<file path="config.mk">
export PLATFORM = sky130hd
export DESIGN_NAME = regfile_mp_flat
export DESIGN_NICKNAME = d
export VERILOG_FILES = /design/src/rtl/regfile_mp_pkg.sv /design/src/rtl/regfile_mp_if.sv /design/src/rtl/regfile_mp_scoreboard.sv /design/src/rtl/regfile_mp.sv /design/src/flat_wrapper.sv
export SDC_FILE = /design/constraint.sdc
export NUM_CORES = 2
export LEC_CHECK = 0
export BUFFER_PORTS_ARGS = -buffer_cell sky130_fd_sc_hd__buf_2
export CORE_MARGIN = 3
export CORE_UTILIZATION = 40
export CTS_CLUSTER_DIAMETER = 120
export DETAILED_ROUTE_END_ITERATION = 16
export GPL_TIMING_DRIVEN = 0
export PLACE_DENSITY_LB_ADDON = 0.15
export SLEW_MARGIN = 5
export SYNTH_ARGS = -nofsm -noshare
export SYNTH_HDL_FRONTEND = slang
export SYNTH_SLANG_ARGS = --single-unit
</file>
<file path="constraint.sdc">
create_clock -name clk -period 6.02 [get_ports clk]
set_input_delay 0.903 -clock clk [delete_from_list [all_inputs] [get_ports clk]]
set_output_delay 0.903 -clock clk [all_outputs]
set_load 0.05 [all_outputs]
</file>
<file path="src/rtl/regfile_mp_pkg.sv">
// regfile_mp_pkg: shared widths, signal levels and init-FSM state encoding
// for the multi-port register file slice.
package regfile_mp_pkg;

  localparam int   REG_BUS_W    = 32;    // register width
  localparam int   REG_ADDR_W   = 5;     // register address width
  localparam logic WRITE_ENABLE = 1'b1;
  localparam logic READ_DISABLE = 1'b0;
  localparam logic RESET_ENABLE = 1'b1;

  typedef enum logic {
    ST_INIT = 1'b0,  // zero-fill sweep in progress
    ST_RUN  = 1'b1   // normal operation
  } state_t;

endpackage

</file>
<file path="src/rtl/regfile_mp_if.sv">
// regfile_mp_if: read/write/scoreboard bus of the register file.
//   re/raddr/rdata/rbusy : NUM_RD read ports, packed per port
//   we/waddr/wdata       : NUM_WR write ports, packed per port
//   sb_set/sb_addr       : mark a destination register busy
//   init_done            : zero-fill sweep complete
// master = decode/writeback side, slave = register file.
interface regfile_mp_if
  import regfile_mp_pkg::*;
#(
  parameter int DATA_W = REG_BUS_W,
  parameter int ADDR_W = REG_ADDR_W,
  parameter int NUM_RD = 2,
  parameter int NUM_WR = 2
);
  logic [NUM_RD-1:0]        re;
  logic [NUM_RD*ADDR_W-1:0] raddr;
  logic [NUM_RD*DATA_W-1:0] rdata;
  logic [NUM_RD-1:0]        rbusy;
  logic [NUM_WR-1:0]        we;
  logic [NUM_WR*ADDR_W-1:0] waddr;
  logic [NUM_WR*DATA_W-1:0] wdata;
  logic                     sb_set;
  logic [ADDR_W-1:0]        sb_addr;
  logic                     init_done;

  modport master (
    output re, raddr, we, waddr, wdata, sb_set, sb_addr,
    input  rdata, rbusy, init_done
  );

  modport slave (
    input  re, raddr, we, waddr, wdata, sb_set, sb_addr,
    output rdata, rbusy, init_done
  );
endinterface

</file>
<file path="src/rtl/regfile_mp_scoreboard.sv">
// regfile_scoreboard: per-register busy bits for decode stall detection.
//   clk, rst : clock, synchronous active-high reset (clears all busy bits)
//   en       : scoreboard updates allowed (file in RUN)
//   we/waddr : write ports; a write clears busy of its target
//   sb_set/sb_addr : issue of a producer; sets busy (wins over a same-cycle clear)
//   rd_ok    : per read port, read is live (not forced to zero)
//   raddr    : read addresses, packed
//   hit      : per read port, read is served by the write bypass
//   rbusy    : per read port, pending write not covered by the bypass
module regfile_scoreboard
  import regfile_mp_pkg::*;
#(
  parameter int ADDR_W   = REG_ADDR_W,
  parameter int NUM_RD   = 2,
  parameter int NUM_WR   = 2,
  parameter int ZERO_REG = 1
) (
  input  logic                     clk,
  input  logic                     rst,
  input  logic                     en,
  input  logic [NUM_WR-1:0]        we,
  input  logic [NUM_WR*ADDR_W-1:0] waddr,
  input  logic                     sb_set,
  input  logic [ADDR_W-1:0]        sb_addr,
  input  logic [NUM_RD-1:0]        rd_ok,
  input  logic [NUM_RD*ADDR_W-1:0] raddr,
  input  logic [NUM_RD-1:0]        hit,
  output logic [NUM_RD-1:0]        rbusy
);
  localparam int DEPTH = 1 << ADDR_W;

  logic [DEPTH-1:0] busy;
  logic             set_ok;

  assign set_ok = sb_set && !((ZERO_REG != 0) && (sb_addr == '0));

  // Clears are scheduled before the set so a same-cycle set wins.
  always_ff @(posedge clk) begin
    if (rst == RESET_ENABLE) begin
      busy <= '0;
    end else if (en) begin
      for (int unsigned j = 0; j < NUM_WR; j++) begin
        if (we[j] == WRITE_ENABLE) busy[waddr[j*ADDR_W +: ADDR_W]] <= 1'b0;
      end
      if (set_ok) busy[sb_addr] <= 1'b1;
    end
  end

  always_comb begin
    rbusy = '0;
    for (int unsigned i = 0; i < NUM_RD; i++) begin
      rbusy[i] = rd_ok[i] & busy[raddr[i*ADDR_W +: ADDR_W]] & ~hit[i];
    end
  end
endmodule

</file>
<file path="src/rtl/regfile_mp.sv">
// regfile_mp: multi-port general-purpose register file with write-to-read
// bypass, busy scoreboard and a post-reset zero-fill sweep.
//   clk, rst : clock, synchronous active-high reset
//   bus      : regfile_mp_if slave (read ports, write ports, sb_set, init_done)
module regfile_mp
  import regfile_mp_pkg::*;
#(
  parameter int DATA_W   = REG_BUS_W,
  parameter int ADDR_W   = REG_ADDR_W,
  parameter int NUM_RD   = 2,
  parameter int NUM_WR   = 2,
  parameter int ZERO_REG = 1
) (
  input logic         clk,
  input logic         rst,
  regfile_mp_if.slave bus
);
  localparam int DEPTH = 1 << ADDR_W;
  localparam logic [ADDR_W:0] LAST = {1'b0, {ADDR_W{1'b1}}};

  state_t            state, state_nxt;
  logic [ADDR_W:0]   cnt, cnt_nxt;
  logic              run;
  logic [DATA_W-1:0] regs [DEPTH];

  logic [ADDR_W-1:0] raddr_a [NUM_RD];
  logic [DATA_W-1:0] rdata_a [NUM_RD];
  logic [ADDR_W-1:0] waddr_a [NUM_WR];
  logic [DATA_W-1:0] wdata_a [NUM_WR];
  logic [NUM_RD-1:0] rd_ok, hit;

  for (genvar i = 0; i < NUM_RD; i++) begin : g_rd
    assign raddr_a[i] = bus.raddr[i*ADDR_W +: ADDR_W];
    assign bus.rdata[i*DATA_W +: DATA_W] = rdata_a[i];
  end

  for (genvar j = 0; j < NUM_WR; j++) begin : g_wr
    assign waddr_a[j] = bus.waddr[j*ADDR_W +: ADDR_W];
    assign wdata_a[j] = bus.wdata[j*DATA_W +: DATA_W];
  end

  // Init FSM
  always_ff @(posedge clk) begin
    if (rst == RESET_ENABLE) begin
      state <= ST_INIT;
      cnt   <= '0;
    end else begin
      state <= state_nxt;
      cnt   <= cnt_nxt;
    end
  end

  always_comb begin
    state_nxt = state;
    cnt_nxt   = cnt;
    case (state)
      ST_INIT: begin
        cnt_nxt = cnt + {{ADDR_W{1'b0}}, 1'b1};
        if (cnt == LAST) state_nxt = ST_RUN;
      end
      ST_RUN:  state_nxt = ST_RUN;
      default: state_nxt = ST_INIT;
    endcase
  end

  assign run           = (state == ST_RUN) && (rst != RESET_ENABLE);
  assign bus.init_done = run;

  // Storage: sweep writes zeros; in RUN later ports overwrite earlier ones.
  always_ff @(posedge clk) begin
    if (rst != RESET_ENABLE) begin
      if (state == ST_INIT) begin
        regs[cnt[ADDR_W-1:0]] <= '0;
      end else begin
        for (int unsigned j = 0; j < NUM_WR; j++) begin
          if ((bus.we[j] == WRITE_ENABLE) && !((ZERO_REG != 0) && (waddr_a[j] == '0)))
            regs[waddr_a[j]] <= wdata_a[j];
        end
      end
    end
  end

  // Read muxes: storage, overridden by the highest matching write port.
  always_comb begin
    rd_ok = '0;
    hit   = '0;
    for (int unsigned i = 0; i < NUM_RD; i++) begin
      rdata_a[i] = '0;
      rd_ok[i]   = run && (bus.re[i] != READ_DISABLE) &&
                   !((ZERO_REG != 0) && (raddr_a[i] == '0));
      if (rd_ok[i]) begin
        rdata_a[i] = regs[raddr_a[i]];
        for (int unsigned j = 0; j < NUM_WR; j++) begin
          if ((bus.we[j] == WRITE_ENABLE) && (waddr_a[j] == raddr_a[i])) begin
            rdata_a[i] = wdata_a[j];
            hit[i]     = 1'b1;
          end
        end
      end
    end
  end

  regfile_scoreboard #(
    .ADDR_W  (ADDR_W),
    .NUM_RD  (NUM_RD),
    .NUM_WR  (NUM_WR),
    .ZERO_REG(ZERO_REG)
  ) u_sb (
    .clk    (clk),
    .rst    (rst),
    .en     (run),
    .we     (bus.we),
    .waddr  (bus.waddr),
    .sb_set (bus.sb_set),
    .sb_addr(bus.sb_addr),
    .rd_ok  (rd_ok),
    .raddr  (bus.raddr),
    .hit    (hit),
    .rbusy  (bus.rbusy)
  );
endmodule

</file>
<file path="src/flat_wrapper.sv">
// flat-port wrapper written by rule: the top's interface ports become plain ports
module regfile_mp_flat import regfile_mp_pkg::*;
#(
  parameter int DATA_W   = REG_BUS_W,
  parameter int ADDR_W   = REG_ADDR_W,
  parameter int NUM_RD   = 2,
  parameter int NUM_WR   = 2,
  parameter int ZERO_REG = 1
)
  (clk, rst, bus_re, bus_raddr, bus_we, bus_waddr, bus_wdata, bus_sb_set, bus_sb_addr, bus_rdata, bus_rbusy, bus_init_done);
  regfile_mp_if #(.DATA_W(DATA_W), .ADDR_W(ADDR_W), .NUM_RD(NUM_RD), .NUM_WR(NUM_WR)) bus_i ();
  input logic clk;
  input logic rst;
  input wire logic [$bits(bus_i.re)-1:0] bus_re;
  input wire logic [$bits(bus_i.raddr)-1:0] bus_raddr;
  input wire logic [$bits(bus_i.we)-1:0] bus_we;
  input wire logic [$bits(bus_i.waddr)-1:0] bus_waddr;
  input wire logic [$bits(bus_i.wdata)-1:0] bus_wdata;
  input wire logic [$bits(bus_i.sb_set)-1:0] bus_sb_set;
  input wire logic [$bits(bus_i.sb_addr)-1:0] bus_sb_addr;
  output wire logic [$bits(bus_i.rdata)-1:0] bus_rdata;
  output wire logic [$bits(bus_i.rbusy)-1:0] bus_rbusy;
  output wire logic [$bits(bus_i.init_done)-1:0] bus_init_done;
  assign bus_i.re = bus_re;
  assign bus_i.raddr = bus_raddr;
  assign bus_i.we = bus_we;
  assign bus_i.waddr = bus_waddr;
  assign bus_i.wdata = bus_wdata;
  assign bus_i.sb_set = bus_sb_set;
  assign bus_i.sb_addr = bus_sb_addr;
  assign bus_rdata = bus_i.rdata;
  assign bus_rbusy = bus_i.rbusy;
  assign bus_init_done = bus_i.init_done;
  regfile_mp #(.DATA_W(DATA_W), .ADDR_W(ADDR_W), .NUM_RD(NUM_RD), .NUM_WR(NUM_WR), .ZERO_REG(ZERO_REG)) u_core (.clk(clk), .rst(rst), .bus(bus_i));
endmodule
</file>
# Word-level counts from Yosys, hierarchy flattened
# Memory sizes are Yosys's and may differ from the RTL's.
# Index checks and enable logic that the tools add are counted.
# W data, S select, Z words.
# totals
reg_bits	39
mem_bits_rw	1024
input_bits	96
n_memories	1
# classes
addsub	1
order_cmp	8
n_eq_ne	5
mux	45
n_bitwise	13
n_reduce_logical	26
# memory_table
name	depth	width	rd	rd_ports_with_merged_regs	wr	line_no	rtl
u_core.regs	32	32	2	0	2	regfile_mp.sv:24	logic [DATA_W-1:0] regs [DEPTH];
# op_table
op	count
$mux W32	14
$and A32 B32 Y32	2
$not A32 Y32	2
$or A32 B32 Y32	1
$reduce_or A32 Y1	1
$lt A5 B6 Y1 const B	5
$logic_not A5 Y1	5
$mux W1	24
$eq A5 B5 Y1	4
$demux W1 S5	3
$ge A5 B1 Y1 const B	3
$logic_and A1 B1 Y1	15
$bmux W1 S5	2
$add A6 B1 Y6 const B	1
$eq A6 B5 Y1 const B	1
$logic_not A1 Y1	5
$mux W5	1
$and A1 B1 Y1	4
$not A1 Y1	4
$pmux W1 S2	1

# Longest topological paths before layout
# depth
word_depth	15
mapped_depth	9
ltp_nobuf	6

# Cells and area by module
# A second synthesis with hierarchy kept.
# hier_totals
hier_cells	5349
area_unflattened_um2	62140.8
# by_module_without_submodules
module	n_inst	cells_per_inst	area_each_um2	seq_area_each_um2
regfile_mp	1	5074	59827.4	30889.6
regfile_scoreboard	1	275	2313.5	640.6

# Least setup slack after synthesis
# No wires, ideal clock.
# synth_timing
path_type	in2reg
startpoint	input port bus_we[0]
endpoint	memory u_core.regs[9][0] in the netlist's numbering (enable)
setup_ns	0.466
arrival_ns	4.392
setup_slack_ns	1.162
cell_stages	6
path_buffers	2
cell_sequence	clkbuf_1 nand3b_1 a21oi_1 clkbuf_1 mux2_2 o21ai_0
# synth_lines
element	line_no	rtl
start, declared	flat_wrapper.sv:16	input wire logic [$bits(bus_i.we)-1:0] bus_we;
end, declared	regfile_mp.sv:24	

# Worst setup path after layout
# layout_timing
startpoint	input port bus_raddr[7]
endpoint	output port bus_rdata[57]
# layout_via
elab_chain_len	5
word_cells_on_any_way	11
# layout_lines
element	line_no	rtl
start, declared	flat_wrapper.sv:15	input wire logic [$bits(bus_i.raddr)-1:0] bus_raddr;
branches (longest 4 deep; another with $mem_v2 Z32 W32)	n/a	
$mux W32 (*)	regfile_mp.sv:91	if (rd_ok[i]) begin
end, declared	flat_wrapper.sv:21	output wire logic [$bits(bus_i.rdata)-1:0] bus_rdata;
# Every way passes the cells marked *.

==> results.py <==
metrics = {
    "setup_path": {
        "cp_max_fo": 11,
        "end_kind": "output pin",
        "r2r-end": "u_core.regs[30][7]",
        "crit_chain": "buf_2 -> buf_2 -> buf_2 -> o21ai_0 -> nor2_1 -> clkbuf_1 -> nand4_1 -> o2111ai_1 -> buf_2",
        "worstSetupStartpointType": "input port",
        "path_common_cell": "buf_2",
        "crit_family": "buffers and inverters",
        "crit_slowest_cell": "buf_2",
        "timing.rr.start": "u_core.state",
        "max_stage_delay_ns": 0.78,
        "worst_ep_required_time_ns": 5.12,
        "rrSetupSlack_ns": 1.61,
        "arrival_ns": 5.17,
        "cp-startpoint": "bus_raddr[7]",
        "reg2regPathDepth": 6,
        "path_class": "input port to output pin",
        "path_buf_inv": 5,
    },
    "drt": {
        "drcViolationCount": 0,
        "ant_nets": 0,
        "wirelength_um": 318000,
        "dr_total_vias": 54738,
        "drt_iter0_drc": 9195,
        "dr.pass1.iters": 10,
        "drt-wirelength-per-cell_um": 39.1,
        "via_per_inst": 6.73,
    },
    "yosys": {
        "ys.flop_type": "edfxtp_1",
        "synth_top_area_frac": 0.485,
        "synth-seq-area-share": 0.498,
        "synth_warnings": 0,
        "syn_area_um2": 63300,
        "yosysMostFrequentCell": "nand2_1",
        "synth_common_cells": "nand2_1 (1,158), edfxtp_1 (1,024), o21ai_0 (993), clkbuf_1 (429), mux4_2 (397)",
        "synth_cell_types": 72,
        "syn-num-nets": 5787,
        "synth_edf_count": 1024,
        "ys_async_sr_fraction": 0,
        "synth_area_per_cell_um2": 11.1,
        "synth_area_leader_cell": "edfxtp_1",
        "synth_cells": 5690,
        "synthTopCellsByArea": "edfxtp_1 (49%), mux4_2 (14%), o21ai_0 (7.8%), nand2_1 (6.9%), mux2_2 (4.5%)",
        "ys_seq_elements": 1063,
    },
    "clock_tree": {
        "cts_setup_buffers": 0,
        "clock_path_buffers": 3,
        "clockRootBuffer": "clkbuf_16",
        "clk_pin_slew_ns": 0.06,
        "h-tree-depth": 3,
        "clkLatencyLatePin_ns": 0.79,
        "ctsResizeCount": 0,
        "cts_made_buffers": 118,
        "ctsHoldBuffers": 0,
        "cts_tree": "done",
        "cts.sinks": 1063,
    },
    "pwr": {
        "internal_power_uw": 12900,
        "power-per-cell-area_nw_per_um2": 244,
        "vdd_ir_drop_max_mv": 0.230,
        "p_sw_frac": 0.266,
        "p_leak_uw": 0.0237,
        "finalPower_uw": 17500,
        "power_switching_uw": 4650,
        "p_clk_frac": 0.439,
        "power_frac_comb": 0.101,
        "seqPwrFrac": 0.460,
    },
    "place": {
        "port_buffers": 117,
        "gp_congestion": 1.08,
        "dp_slack_ns": 0.222,
        "hpwl_um": 258000,
    },
    "die": {
        "rows": 145,
        "die_x_um": 404,
        "die-height_um": 404,
        "die-area_um2": 163000,
        "initial_utilization": 0.404,
        "core-area_um2": 157000,
        "io_pins": 163,
    },
    "final_layout": {
        "fillers": 14634,
        "nets": 6058,
        "drive_above_1_share": 0.215,
        "area_growth_pct": 13.1,
    },
    "sta": {
        "rsz0062_at_grt": "false",
        "final.setup.worst_slack_ns": -0.0519,
        "period_share": 1.01,
        "drv_slew": 0,
        "setup_viol": 4,
        "max_freq_mhz": 165,
        "slew_headroom": 0.00956,
        "period_needed_ns": 6.07,
        "finalClockSkew_ns": 0.0309,
        "hold_viol_final": 0,
        "worstMarginPinSlew_ns": 1.47,
    },
    "grt": {
        "antenna_found_initial": 22,
        "grt_pass1_vias": 50804,
        "grt.total_usage": 0.380,
        "grt_pass1_wl_um": 423000,
        "grt_max_degree": 28,
        "grt_overflow_total": 0,
    },
    "run_status": {
        "violations": "capacitance limit, setup timing",
        "status": "finished, violations left",
    },
    "job": {
        "max-cap-violations": 2,
    },
    "worst_hold_path": {
        "whs_path_depth": 3,
        "min_path_type": "input port to flop",
        "hold_start": "bus_sb_set",
        "min_to": "u_core.u_sb.busy[9]",
    },
}
sequential cells by signal, indices dropped and copies added (netlist names):
register / count
u_core.cnt: 6
u_core.regs: 1024
u_core.state: 1
u_core.u_sb.busy: 32
worst reg2reg max path: cells and delay by family (launching register included):
family | cells | cell delay, ns
buf+inv | 3 | 2.16
simple gates | 2 | 1.34
flops | 1 | 0.32
compound gates | 1 | 0.26
cell families after synthesis:
group	share of synthesized area
DFF	0.498
xor gates and xnor gates	0.00332
and+or+nand+nor	0.110
adders and majority gates	0.000197
AOI/OAI and AO/OA	0.148
muxes	0.189
buffers and inverters	0.0520
worst max path at each step:
stage                                   end  cells after the start
after floorplan           u_core.regs[9][0]                      6
after global placement    u_core.regs[9][5]                      6
after detailed placement      bus_rdata[31]                     10
after CTS                     bus_rdata[31]                     10
after global routing           bus_rdata[0]                     10
final                         bus_rdata[57]                      9
metrics by stage:
stage          std cells   util  hold WS [ns]  TNS, ns  instance area, um2
2_1_floorplan       5690      -         0.419        0               63300
3_3_place_gp        7865  0.424         0.464  -374.29               66500
3_5_place_dp        7899  0.431         0.480        0               67600
4_1_cts             8118  0.457         0.438        0               71600
5_1_grt             8119  0.457         0.492        0               71600
6_report            8131  0.457         0.473  -0.0660               71600
cells in the final DEF, fill, tap and decap left out, types with 17 or more instances in the layout:
cell / count
nand2_1: 1158
clkinv_1: 32
buf_12: 31
clkinv_2: 19
mux2_2: 255
a21oi_1: 84
dfxtp_1: 39
buf_4: 33
inv_1: 40
a22oi_1: 234
nand3b_1: 76
nand2b_1: 65
nor3_1: 21
mux4_2: 397
clkbuf_2: 22
buf_1: 33
o21ai_0: 992
edfxtp_1: 1024
buf_2: 308
clkbuf_1: 444
o211ai_1: 96
nor2b_1: 19
nand3_1: 79
mux2i_1: 17
nor2_1: 63
clkbuf_16: 120
a221oi_1: 63
o22ai_1: 18
nand4_1: 34
o2111ai_1: 34
o22ai_4: 28
power groups by stage:
stage | Sequential [uW] | Clock, uW | Combinational [uW]
after floorplan | 8200 | 0 | 907
after global placement | 8210 | 0 | 1630
after detailed placement | 8210 | 0 | 1660
after CTS | 8050 | 7640 | 1660
after global routing | 8050 | 7920 | 1770
final | 8050 | 7680 | 1760
final cells by class:
class | instances | area, um2 | share of cell area
Tap cell | 2058 | 2570 | 0.0360
Clock buffer | 141 | 3080 | 0.0430
Timing Repair Buffer | 151 | 1250 | 0.0174
Sequential cell | 1063 | 31500 | 0.440
Antenna cell | 13 | 32.5 | 0.000454
Buffer | 712 | 3150 | 0.0440
Inverter | 42 | 158 | 0.00220
Multi-Input combinational cell | 3873 | 29000 | 0.405
Clock inverter | 78 | 855 | 0.0119
layer usage:
metal | part of all wire | GRT usage | vias up
li1 | - | - | 22129
met1 | 0.39 | 0.523 | 27766
met2 | 0.41 | 0.532 | 4228
met3 | 0.15 | 0.146 | 607
met4 | 0.048 | 0.163 | 8
met5 | 0.00057 | 0.00178 | -
Power figures use the tool's default switching activity.
